`src/rtl/sata_oob_sequencer.sv`:
```
// sata_oob_sequencer: SATA OOB burst/gap generator driving txelecidle, with command handshake and abort
module sata_oob_sequencer #(
    parameter int BURST_LEN = 16,
    parameter int GAP_INIT  = 48,
    parameter int GAP_WAKE  = 16,
    parameter int BURSTS    = 6,
    parameter int TAIL_EN   = 1
) (
    input  logic                             reset,
    input  logic                             clk,
    input  logic                             cmd_valid,
    input  logic                             cmd_type,
    input  logic                             abort,
    input  logic                             oobfinish,
    output logic                             ready,
    output logic                             done,
    output logic                             aborted,
    output logic                             cur_type,
    output logic [$clog2(BURSTS+1)-1:0]      burst_num,
    output logic                             txelecidle
);
    localparam int BLW  = $clog2(BURST_LEN + 1);
    localparam int GMAX = (GAP_INIT > GAP_WAKE) ? GAP_INIT : GAP_WAKE;
    localparam int GW   = $clog2(GMAX + 1);
    localparam int NW   = $clog2(BURSTS + 1);
    localparam logic [BLW-1:0] BL_LAST = BLW'(BURST_LEN - 1);
    localparam logic [NW-1:0]  BN_LAST = NW'(BURSTS - 1);

    typedef enum logic [1:0] {IDLE, BURST, GAP, TAIL} state_t;

    state_t         state, state_n;
    logic [BLW-1:0] burst_len_cnt;
    logic [GW-1:0]  gap_cnt;
    logic [GW-1:0]  gap_last;
    logic           fin;
    logic           inc;
    logic           active;

    assign ready    = (state == IDLE);
    assign active   = (state != IDLE);
    assign gap_last = cur_type ? GW'(GAP_WAKE - 1) : GW'(GAP_INIT - 1);

    // state register
    always_ff @(posedge clk or posedge reset) begin
        if (reset) state <= IDLE;
        else       state <= state_n;
    end

    // next state, normal-completion flag and burst advance; abort overrides any transition
    always_comb begin
        state_n = state;
        fin     = 1'b0;
        inc     = 1'b0;
        case (state)
            IDLE:  state_n = cmd_valid ? BURST : IDLE;
            BURST: if (burst_len_cnt == BL_LAST) begin
                if (burst_num == BN_LAST) begin
                    state_n = (TAIL_EN != 0) ? TAIL : IDLE;
                    fin     = (TAIL_EN == 0);
                end else begin
                    state_n = GAP;
                    inc     = 1'b1;
                end
            end
            GAP:   if (gap_cnt == gap_last) state_n = BURST;
            TAIL:  if (gap_cnt == gap_last) begin
                state_n = IDLE;
                fin     = 1'b1;
            end
            default: state_n = IDLE;
        endcase
        if (abort && active) begin
            state_n = IDLE;
            fin     = 1'b0;
            inc     = 1'b0;
        end
    end

    // counters clear on every state change; status pulses and line control are registered
    always_ff @(posedge clk or posedge reset) begin
        if (reset) begin
            burst_len_cnt <= '0;
            gap_cnt       <= '0;
            burst_num     <= '0;
            cur_type      <= 1'b0;
            done          <= 1'b0;
            aborted       <= 1'b0;
            txelecidle    <= 1'b1;
        end else begin
            burst_len_cnt <= (state == BURST && state_n == BURST) ? burst_len_cnt + 1'b1 : '0;
            gap_cnt       <= ((state == GAP || state == TAIL) && state_n == state) ? gap_cnt + 1'b1 : '0;
            done          <= fin;
            aborted       <= abort && active;
            txelecidle    <= ~((state == BURST) | oobfinish);
            if (ready && cmd_valid) begin
                cur_type  <= cmd_type;
                burst_num <= '0;
            end else if (inc) begin
                burst_num <= burst_num + 1'b1;
            end
        end
    end
endmodule

```
`config.mk`:
```
export PLATFORM = sky130hd
export DESIGN_NAME = sata_oob_sequencer
export DESIGN_NICKNAME = d
export VERILOG_FILES = /design/src/rtl/sata_oob_sequencer.sv
export SDC_FILE = /design/constraint.sdc
export NUM_CORES = 1
export LEC_CHECK = 0
export ABC_CLOCK_PERIOD_IN_PS = 2090
export CAP_MARGIN = 25
export CORE_UTILIZATION = 51
export CTS_CLUSTER_DIAMETER = 60
export DETAILED_ROUTE_END_ITERATION = 10
export GPL_TIMING_DRIVEN = 0
export PLACE_DENSITY = 0.8
export SLEW_MARGIN = 25
export SYNTH_ARGS = -nofsm -noshare
export SYNTH_HDL_FRONTEND = slang
export SYNTH_SLANG_ARGS = --single-unit
```
`constraint.sdc`:
```
create_clock -name clk -period 2.09 [get_ports clk]
set_input_delay 0.5225 -clock clk [delete_from_list [all_inputs] [get_ports clk]]
set_output_delay 0.5225 -clock clk [all_outputs]
set_load 0.02 [all_outputs]
```
Yosys cells after proc, flatten, opt, wreduce, memory -nomap -nowiden

Index checks and enable logic that the tools add are counted.

Bits in registers: 20
Logic and storage cells: 48
Input bits: 6

Muxes and demuxes: 19
Eq/ne operators: 8
Reduce and logical (&&, ||, !) cells: 8
Bitwise gates (word level): 2
$add $sub $neg: 3

Operators by type and width:

| kind                                                             | count |
|---|---|
| 6-bit 2-to-1 mux                                                 | 2 |
| 1-bit 2-to-1 mux                                                 | 9 |
| 2-bit 2-to-1 mux                                                 | 4 |
| 2-bit one-hot mux with 4 select lines                            | 1 |
| 6-bit by 1-bit adder with 6-bit output (second input constant)   | 1 |
| 6-bit == test                                                    | 1 |
| 3-bit 2-to-1 mux                                                 | 2 |
| 5-bit by 1-bit adder with 5-bit output (second input constant)   | 1 |
| 5-bit by 4-bit == test with 1-bit output (second input constant) | 1 |
| 5-bit 2-to-1 mux                                                 | 1 |
| 2-bit by 1-bit == test with 1-bit output (second input constant) | 2 |
| 2-bit == test (second input constant)                            | 2 |
| 1-bit logical AND                                                | 4 |
| 2-bit nonzero test                                               | 2 |
| 3-bit by 1-bit adder with 3-bit output (second input constant)   | 1 |
| 3-bit == test (second input constant)                            | 1 |
| 2-bit == test                                                    | 1 |
| 2-bit zero test                                                  | 1 |
| 1-bit logical OR                                                 | 1 |
| 1-bit NOT                                                        | 1 |
| 1-bit bitwise OR                                                 | 1 |

Longest topological paths before layout

Gate-level depths: netlist of run 1.

Depth in word-level cells: 8
Depth in mapped cells: 7
Gate-level depth less buffers: 7

Worst setup path before layout of run 1

Ideal clock, no wire load.

Path kind: reg-to-reg
From: reg burst_len_cnt[0]
To: reg burst_num[1]
Clock period less this slack: 1582 ps
Setup time: 66 ps
Data required time: 2024 ps
Cell stages (with the launch flop): 8
Arrival time: 1516 ps
Path slack: 508 ps
Cells stage by stage: dfrtp_1 > ha_1 > and3_1 > ha_1 > a21boi_1 > nand3_1 > mux2i_1 > and2_1

Word-level cells in the longest chain between the ends: 5

RTL lines:

| item                                     | RTL line | RTL |
|---|---|---|
| from (decl)                              | 32       | `logic [BLW-1:0] burst_len_cnt;` |
| from (signal assigned)                   | 90       | `burst_len_cnt <= (state == BURST && state_n == BURST) ? burst_len_cnt + 1'b1 : '0;` |
| 5-bit by 4-bit == test with 1-bit output | 56       | `BURST: if (burst_len_cnt == BL_LAST) begin` |
| 1-bit 2-to-1 mux                         | 56       |  |
| 1-bit 2-to-1 mux                         | 54       | `case (state)` |
| 1-bit 2-to-1 mux                         | 72       | `if (abort && active) begin` |
| 2-bit nonzero test (no line)             | -        |  |
| to (signal assigned)                     | 99       | `burst_num <= burst_num + 1'b1;` |
| to (decl)                                | 19       | `output logic [$clog2(BURSTS+1)-1:0] burst_num,` |

No other way between the ends.
A chain may end at the register's enable or synchronous reset.

Final worst setup path of run 1

From: reg txelecidle
To: out txelecidle

RTL lines:

| item                   | RTL line | RTL |
|---|---|---|
| from (decl)            | 20       | `output logic txelecidle` |
| from (signal assigned) | 94       | `txelecidle <= ~((state == BURST) \| oobfinish);` |

No word-level cell between the ends.

==> results of run 1 <==
worst min-delay path by stage:
stage                       endpoint  slack, ns  cells past startpoint
finish              burst_len_cnt[0]       0.48                      1
global route        burst_len_cnt[0]       0.50                      1
CTS                 burst_len_cnt[0]       0.49                      1
detailed placement  burst_len_cnt[0]       0.46                      1
global placement    burst_len_cnt[0]       0.45                      1
floorplan           burst_len_cnt[0]       0.43                      1
area by class of cell:
cell class	count	share of cell area [%]
flip-flops and latches	20	46.0
multi-input cells	56	35.2
repair buffers	13	11.8
clock buffers	4	3.33
well taps	16	1.84
inverters	5	1.72
kinds of logic after synthesis:
group	count (synthesis)	share of synthesized area (%)
xor+xnor	9	8.71
flops	20	55.5
fa+ha+maj	5	6.92
compound gates	5	3.46
simple gates	35	21.0
mux	2	2.35
buf+inv	5	2.07
flip-flops by register name, summed over array words and instances, names as in the netlist:
name / cells
gap_cnt: 6
cur_type: 1
txelecidle: 1
done: 1
aborted: 1
burst_len_cnt: 5
burst_num: 3
state: 2
report_power, final:
group	switching (W)	internal (W)
combinational	0.0000501	0.0000434
sequential	0.0000135	0.000403
clock	0.000116	0.000106
total	0.000180	0.000552
cells in the mapped netlist, drive strengths merged:
cell | instances | area (sq um)
o221ai | 1 | 8.76
nor2 | 14 | 55.1
inv | 5 | 18.8
nand2 | 3 | 11.3
nor3 | 1 | 16.3
a21oi | 2 | 10.0
nand2b | 2 | 12.5
and2 | 1 | 6.26
and3 | 2 | 12.5
mux2i | 1 | 10.0
xnor2 | 4 | 35.0
mux2 | 1 | 11.3
or2 | 2 | 12.5
dfstp | 1 | 26.3
ha | 5 | 62.6
nand4 | 1 | 6.26
o21ai | 1 | 5.00
a21boi | 1 | 7.51
and4b | 1 | 10.0
nand3 | 6 | 35.0
xor2 | 5 | 43.8
nor2b | 2 | 12.5
dfrtp | 19 | 475
worst register-to-register path: cells and delay by family (launching register included):
family,cells,cell delay (ns)
AND/OR/NAND/NOR,3,0.49
flip-flops,1,0.39
adder cells (fa/ha/maj),2,0.38
AO/OA/AOI/OAI,1,0.25
multiplexers,1,0.14
layout by cell type, fill, tap and decap left out:
cell type         n
xor2_1            5
inv_1             5
clkdlybuf4s50_1  12
nand3_1           5
nand2b_1          2
and2_1            1
nor3_4            1
nand2_1           3
and4b_1           1
a21oi_1           2
o21ai_0           1
clkbuf_4          3
mux2i_1           1
a21boi_1          1
nor2b_1           2
and3_1            2
o221ai_1          1
nor2_2            1
xnor2_1           4
ha_1              5
dfstp_2           1
dfrtp_1          19
dlygate4sd2_1     1
nand3_2           1
or2_1             2
mux2_2            1
nor2_1           13
nand4_1           1
clkbuf_8          1
per-stage QoR:
| step | worst slack, ns | cells | util (%) |
|---|---|---|---|
| floorplan | 0.508 | 81 | - |
| global placement | 0.314 | 110 | 66.9 |
| detailed placement | 0.304 | 110 | 66.9 |
| CTS | 0.149 | 114 | 69.1 |
| global route | 0.113 | 114 | 69.1 |
| finish | 0.154 | 114 | 69.1 |
metal layers:
metal | vias up | part of all wire (%)
met2 | 16 | 45
met4 | 0 | 1.8
li1 | 304 | -
met1 | 302 | 48
met5 | - | 0
met3 | 4 | 5.0
repair_timing:
action / in CTS / in global routing
hold buffers: 0 / 0
setup endpoints to repair: 1 / 0
resized for setup: 1 / 0
==> qor.yml, run 1 <==
status: "complete, but fails checks"
violations: "DRC"
max_stage_delay_ns: 0.59
power.total_w: 0.000732
p_leak_nw: 0.497
tritoncts: "yes"
drt-total-wl_microns: 1470
endpoint_kind: "output pin"
reg2reg_from: "burst_len_cnt[0]"
grt_max_degree: 21
routedWlPerCell_microns: 12.9
fin_nets: 110
synth-seq-cells: 20
maxCapViolCount: 0
place_area_sq_um: 1050
path_class: "flop to output pin"
met1_usage_pct: 23.5
rsz0062_at_grt: "false"
setup_viol: 0
r2r.worst_path.cells: 7
fmax_mhz: 516
vias: 626
critPathTopFamily: "buffers and inverters"
cp_max_fo: 1
num_io_pins: 14
relSlewSlack_pct: 51.6
cts.path.max_buffers: 2
syn_area_per_cell_sq_um: 11.2
r2r-end: "burst_num[1]"
post_cts_buffers: 0
use_met3_pct: 4.90
die_x_microns: 44.1
netlist_area_sq_um: 905
worstHoldPathType: "flop to flop"
critPathLaunch: "txelecidle"
irDropWorstVdd_mv: 0.618
fillerInstances: 129
antenna_found_initial: 0
r2r_slack_ns: 0.33
required_ns: 1.57
worst_pin_slew_ns: 0.725
grt_use_total_pct: 18.4
drt_iter0_markers: 11
fin_area_sq_um: 1090
die_area_sq_um: 1950
dp.final_hpwl_microns: 1080
clk_latency_ns: 0.30
start_util_pct: 57.4
slowest_stage: "clkdlybuf4s50_1"
synthCells: 81
place.gp.congestion: 0.741
rows: 14
ys_types: 25
antennaDiodeCount: 0
antenna_left: 0
min_from: "burst_len_cnt[0]"
setup_tns_ns: 0
layout-drive-gt1-share_pct: 9.18
crit_end: "txelecidle"
core_sq_um: 1580
multiInputGateArea_sq_um: 384
p_per_area_nw_per_um2: 672
synth-seq-area-share_pct: 55.5
grt_pass1_vias: 624
drt-pass1-iter-count: 9
cts-root-buf: "clkbuf_4"
drc_errors: 1
overflow: 0
crit_chain: "clkdlybuf4s50_1"
cp.depth: 1
viasPerCell: 5.49
ys_warn_count: 0
whs_ns: 0.479
drv_slew: 0
arrival_ns: 1.41
grt-busiest-layer: "met2"
period_needed_ns: 1.94
syn2layout_area_growth_pct: 20.5
synth_nets: 92
cp.buffers_inverters: 1
portBuffers: 13
startpoint_type: "flop"
cts_htree_levels: 1
clock_skew_ns: 0.000989
hold_violations: 0
cts.sinks: 20
numCtsBuffers: 3
clk_pin_slew_ns: 0.11
min_period_over_period_pct: 92.6
ff_latch_area_sq_um: 502
grtUsageMet2_pct: 30.0
grt_pass1_wl_microns: 2560
die_y_microns: 44.1
Note: power is estimated with default switching activity, not from simulation.
==> run 2: changes to the inputs <==
--- a/config.mk
+++ b/config.mk
@@ -5,13 +5,13 @@
 export SDC_FILE = /design/constraint.sdc
 export NUM_CORES = 1
 export LEC_CHECK = 0
-export ABC_CLOCK_PERIOD_IN_PS = 2090
+export ABC_CLOCK_PERIOD_IN_PS = 1720
 export CAP_MARGIN = 25
-export CORE_UTILIZATION = 51
+export CORE_UTILIZATION = 46
 export CTS_CLUSTER_DIAMETER = 60
 export DETAILED_ROUTE_END_ITERATION = 10
 export GPL_TIMING_DRIVEN = 0
-export PLACE_DENSITY = 0.8
+export PLACE_DENSITY = 0.77
 export SLEW_MARGIN = 25
 export SYNTH_ARGS = -nofsm -noshare
 export SYNTH_HDL_FRONTEND = slang
==> constraint.sdc (replaced) <==
create_clock -name clk -period 1.72 [get_ports clk]
set_input_delay 0.43 -clock clk [delete_from_list [all_inputs] [get_ports clk]]
set_output_delay 0.43 -clock clk [all_outputs]
set_load 0.02 [all_outputs]
==> run 2 against run 1 <==
  * The flow now finishes without violations
  * Die area increased by 10%
  * Worst setup slack got worse by 0.085 ns
  * Sequential share of layout area decreased by 0.52 points
==> qor.yml, run 2 (same netlist as run 1, synthesis figures left out) <==
status: "complete, no violations"
routedWlPerCell_microns: 11.7
drt-pass1-iter-count: 2
grt_max_degree: 21
worstHoldEndpoint: "burst_len_cnt[0]"
fmax_mhz: 606
portBuffers: 13
p_per_area_nw_per_um2: 757
r2r.worst_path.cells: 7
path_class: "flop to output pin"
p_leak_nw: 0.506
ctsHoldBuffers: 0
core_sq_um: 1780
clock_skew_ns: 0.00616
grt_pass1_wl_microns: 2400
r2r-end: "burst_num[1]"
instances_no_fill: 123
worstHoldPathType: "flop to flop"
drv_slew: 0
fin_ws_ns: 0.0686
crit_chain: "clkdlybuf4s50_1"
period_needed_ns: 1.65
largest_register_ffs: 6
maxCapViolCount: 0
post_cts_buffers: 0
ff_latch_area_sq_um: 502
clk_latency_ns: 0.29
whs_ns: 0.476
irDropWorstVdd_mv: 0.600
grt_use_total_pct: 16.7
hold_violations: 0
dp.final_hpwl_microns: 1060
viasPerCell: 5.03
cp.buffers_inverters: 1
antennaDiodeCount: 0
cts_resized: 8
cts.path.max_buffers: 2
cts-root-buf: "clkbuf_4"
min_from: "burst_len_cnt[0]"
die_y_microns: 46.3
min_period_over_period_pct: 96.0
drc_errors: 0
r2r_slack_ns: 0.09
endpoint_kind: "output pin"
max_stage_delay_ns: 0.59
multiInputGateArea_sq_um: 405
setup_viol: 0
cts_htree_levels: 1
num_io_pins: 14
place.gp.congestion: 0.735
worst_pin_slew_ns: 0.751
switching_share_pct: 25.0
relSlewSlack_pct: 49.8
slowest_stage: "clkdlybuf4s50_1"
cp_max_fo: 1
die_area_sq_um: 2150
place_inst: 119
vias: 619
cts.sinks: 20
clk_pin_slew_ns: 0.11
grt_pass1_vias: 561
layout_commonest_cell: "dfrtp_1"
numCtsBuffers: 3
fin_nets: 110
overflow: 0
antenna_left: 0
antenna_found_initial: 0
critPathTopFamily: "buffers and inverters"
rows: 15
drt_iter0_markers: 4
required_ns: 1.29
pwr-share-comb_pct: 12.7
p_int_w: 0.000626
reg2reg_from: "burst_len_cnt[0]"
syn2layout_area_growth_pct: 21.9
startpoint_type: "flop"
final_cell_mix: "dfrtp_1 (19), nor2_1 (13), clkdlybuf4s50_1 (7)"
tritoncts: "yes"
top_register: "gap_cnt"
setup_tns_ns: 0
power.total_w: 0.000834
top_regs: "gap_cnt x6, burst_len_cnt x5, burst_num x3"
p_clk_share_pct: 26.6
layout-drive-gt1-share_pct: 13.3
start_util_pct: 50.7
fillerInstances: 148
hold_depth: 1
p_sw_w: 0.000208
arrival_ns: 1.22
rsz0062_at_grt: "true"
dp_slack_ns: 0.0158
drt-total-wl_microns: 1440
power_frac_seq_pct: 60.7
die_x_microns: 46.3
==> run 2: how the worst max path moves through the flow <==
stage / start / endpoint / slack, ns / depth (start not counted)
after floorplan: burst_len_cnt[0] / burst_num[1] / 0.14 / 7
after global placement: burst_len_cnt[0] / burst_num[1] / 0.04 / 7
after detailed placement: burst_len_cnt[0] / burst_num[1] / 0.02 / 7
after CTS: burst_len_cnt[0] / burst_num[1] / 0.02 / 7
after global routing: burst_len_cnt[0] / burst_num[1] / -0.05 / 7
final: aborted / aborted / 0.07 / 1
==> run 2: power groups by stage <==
stage	registers (W)	logic, W	clock network [W]
3_3_place_gp	0.000514	0.000115	0
2_1_floorplan	0.000526	0.0000531	0
3_5_place_dp	0.000515	0.000116	0
6_report	0.000507	0.000106	0.000222
5_1_grt	0.000511	0.000116	0.000255
4_1_cts	0.000506	0.000109	0.000233
==> run 2: metrics by stage <==
step | area (sq um) | utilization, %
floorplan | 905 | -
global placement | 1070 | 59.8
detailed placement | 1070 | 59.8
CTS | 1090 | 61.1
global route | 1100 | 61.8
finish | 1100 | 61.8
==> run 2: per-layer routing <==
metal  global-route usage [%]  part of all wire (%)
met1                     18.8                    44
met3                     4.31                   5.1
met4                     12.4                   1.3
met5                        0                     0
met2                     26.9                    50
==> run 2: final cells by class <==
type | count | share of cell area, %
flip-flops and latches | 20 | 45.5
multi-input cells | 56 | 36.8
repair buffers | 13 | 10.8
well taps | 25 | 2.84
clock buffers | 4 | 2.38
inverters | 5 | 1.70
==> run 3: changes to the inputs <==
--- a/config.mk
+++ b/config.mk
@@ -7,11 +7,11 @@
 export LEC_CHECK = 0
 export ABC_CLOCK_PERIOD_IN_PS = 1720
 export CAP_MARGIN = 25
-export CORE_UTILIZATION = 46
+export CORE_UTILIZATION = 30
 export CTS_CLUSTER_DIAMETER = 60
 export DETAILED_ROUTE_END_ITERATION = 10
 export GPL_TIMING_DRIVEN = 0
-export PLACE_DENSITY = 0.77
+export PLACE_DENSITY = 0.55
 export SLEW_MARGIN = 25
 export SYNTH_ARGS = -nofsm -noshare
 export SYNTH_HDL_FRONTEND = slang
==> run 3 against run 2 <==
  * The flow now finishes with violations (DRC)
  * Count of clock-buffer cells in the layout is the same
  * Cell count grew 4.9%
  * Clock power grew 23%
  * Clock skew grew 0.0080 ns
  * Power grew 6.8%
  * Routed wire length grew 1.4%
  * Non-clock buffer count is the same
  * Fmax grew 1.4%
  * Sequential power is essentially flat
  * Critical path type unchanged
  * Critical endpoint is now ready
  * Largest power group unchanged
==> qor.yml, run 3 (same netlist as run 1, synthesis figures left out) <==
syn2layout_area_growth_pct: 25.4
setup_viol: 0
cts_resized: 9
violations: "DRC"
cts.sinks: 20
maxCapViolCount: 0
portBuffers: 13
setup_tns_ns: 0
max_stage_delay_ns: 0.49
dp.final_hpwl_microns: 1060
drt-pass1-iter-count: 7
irDropWorstVdd_mv: 0.549
startpoint_type: "flop"
cts.path.max_buffers: 2
rows: 19
core_sq_um: 2810
grt_pass1_vias: 625
num_io_pins: 14
fin_nets: 110
hold_violations: 0
p_leak_nw: 0.549
drc_errors: 6
place.gp.congestion: 0.704
die_y_microns: 56.9
clk_latency_ns: 0.30
rsz0062_at_grt: "false"
status: "complete, but fails checks"
dp_slack_ns: -0.00144
p_per_area_nw_per_um2: 786
critPathTopFamily: "flip-flops"
period_needed_ns: 1.63
required_ns: 1.29
numCtsBuffers: 3
layout-drive-gt1-share_pct: 14.3
final_cell_mix: "dfrtp_1 (18), nor2_1 (13)"
start_util_pct: 32.2
grt_use_total_pct: 11.2
ctsHoldBuffers: 0
clk_pin_slew_ns: 0.10
slowest_stage: "dfrtp_1"
cts-root-buf: "clkbuf_4"
viasPerCell: 4.62
endpoint_kind: "output pin"
overflow: 0
vias: 596
fin_ws_ns: 0.0921
arrival_ns: 1.20
post_cts_buffers: 0
drt-total-wl_microns: 1460
grt_pass1_wl_microns: 2750
antennaDiodeCount: 0
crit_chain: "nor2_4 -> clkdlybuf4s15_2"
worst_pin_slew_ns: 0.746
drv_slew: 0
antenna_left: 0
cp_max_fo: 7
worstHoldPathType: "flop to flop"
die_area_sq_um: 3240
path_class: "flop to output pin"
cts_htree_levels: 1
largest_register_ffs: 6
clock_skew_ns: 0.0141
fmax_mhz: 614
cp.buffers_inverters: 1
fillerInstances: 292
drt_iter0_markers: 21
grt_max_degree: 21
relSlewSlack_pct: 50.2
top_regs: "gap_cnt x6, burst_len_cnt x5, burst_num x3"
top_register: "gap_cnt"
final_util_pct: 40.5
routedWlPerCell_microns: 11.3
tritoncts: "yes"
power.total_w: 0.000891
layout_commonest_cell: "dfrtp_1"
whs_ns: 0.471
antenna_found_initial: 0
die_x_microns: 56.9
min_period_over_period_pct: 94.6
[run 3: final timing paths]
kind	start	end	slack, ns	cells after the start
min in group asynchronous	reset	burst_len_cnt[3]	0.54	2
worst min-delay path	burst_len_cnt[0]	burst_len_cnt[0]	0.47	1
worst max register to register	burst_len_cnt[0]	burst_num[1]	0.12	7
max in group asynchronous	reset	state[1]	0.68	2
worst min register to register	burst_len_cnt[0]	burst_len_cnt[0]	0.47	1
worst max-delay path	state[0]	ready	0.09	2
[run 3: through the flow]
step,cell area [sq um],cells
after floorplan,905,81
after global placement,1070,125
after detailed placement,1070,125
after CTS,1110,129
after global routing,1130,129
final,1130,129
[run 3: power by group]
part,internal (W),switching (W)
Combinational,0.0000490,0.0000611
Sequential,0.000489,0.0000179
Clock,0.000129,0.000145
Total,0.000668,0.000224
[run 3: routing by layer]
metal	part of all wire [%]	global-route usage, %
met1	46	13.6
met2	47	18.0
met3	5.8	4.84
met4	0.89	3.14
met5	0	0
[run 3: worst reg2reg max path, delay by kind of cell, from the launching register on]
kind / cells / cell delay (ns)
compound gates: 1 / 0.20
fa+ha+maj: 2 / 0.36
flops: 1 / 0.38
mux: 1 / 0.14
simple gates: 3 / 0.43
[run 3: area by class of cell]
type,instances,area [sq um],share of cell area [%]
clock buffers,4,36.3,3.20
inverters,5,18.8,1.65
multi-input cells,56,408,35.9
flip-flops and latches,20,503,44.3
well taps,31,38.8,3.42
repair buffers,13,130,11.5
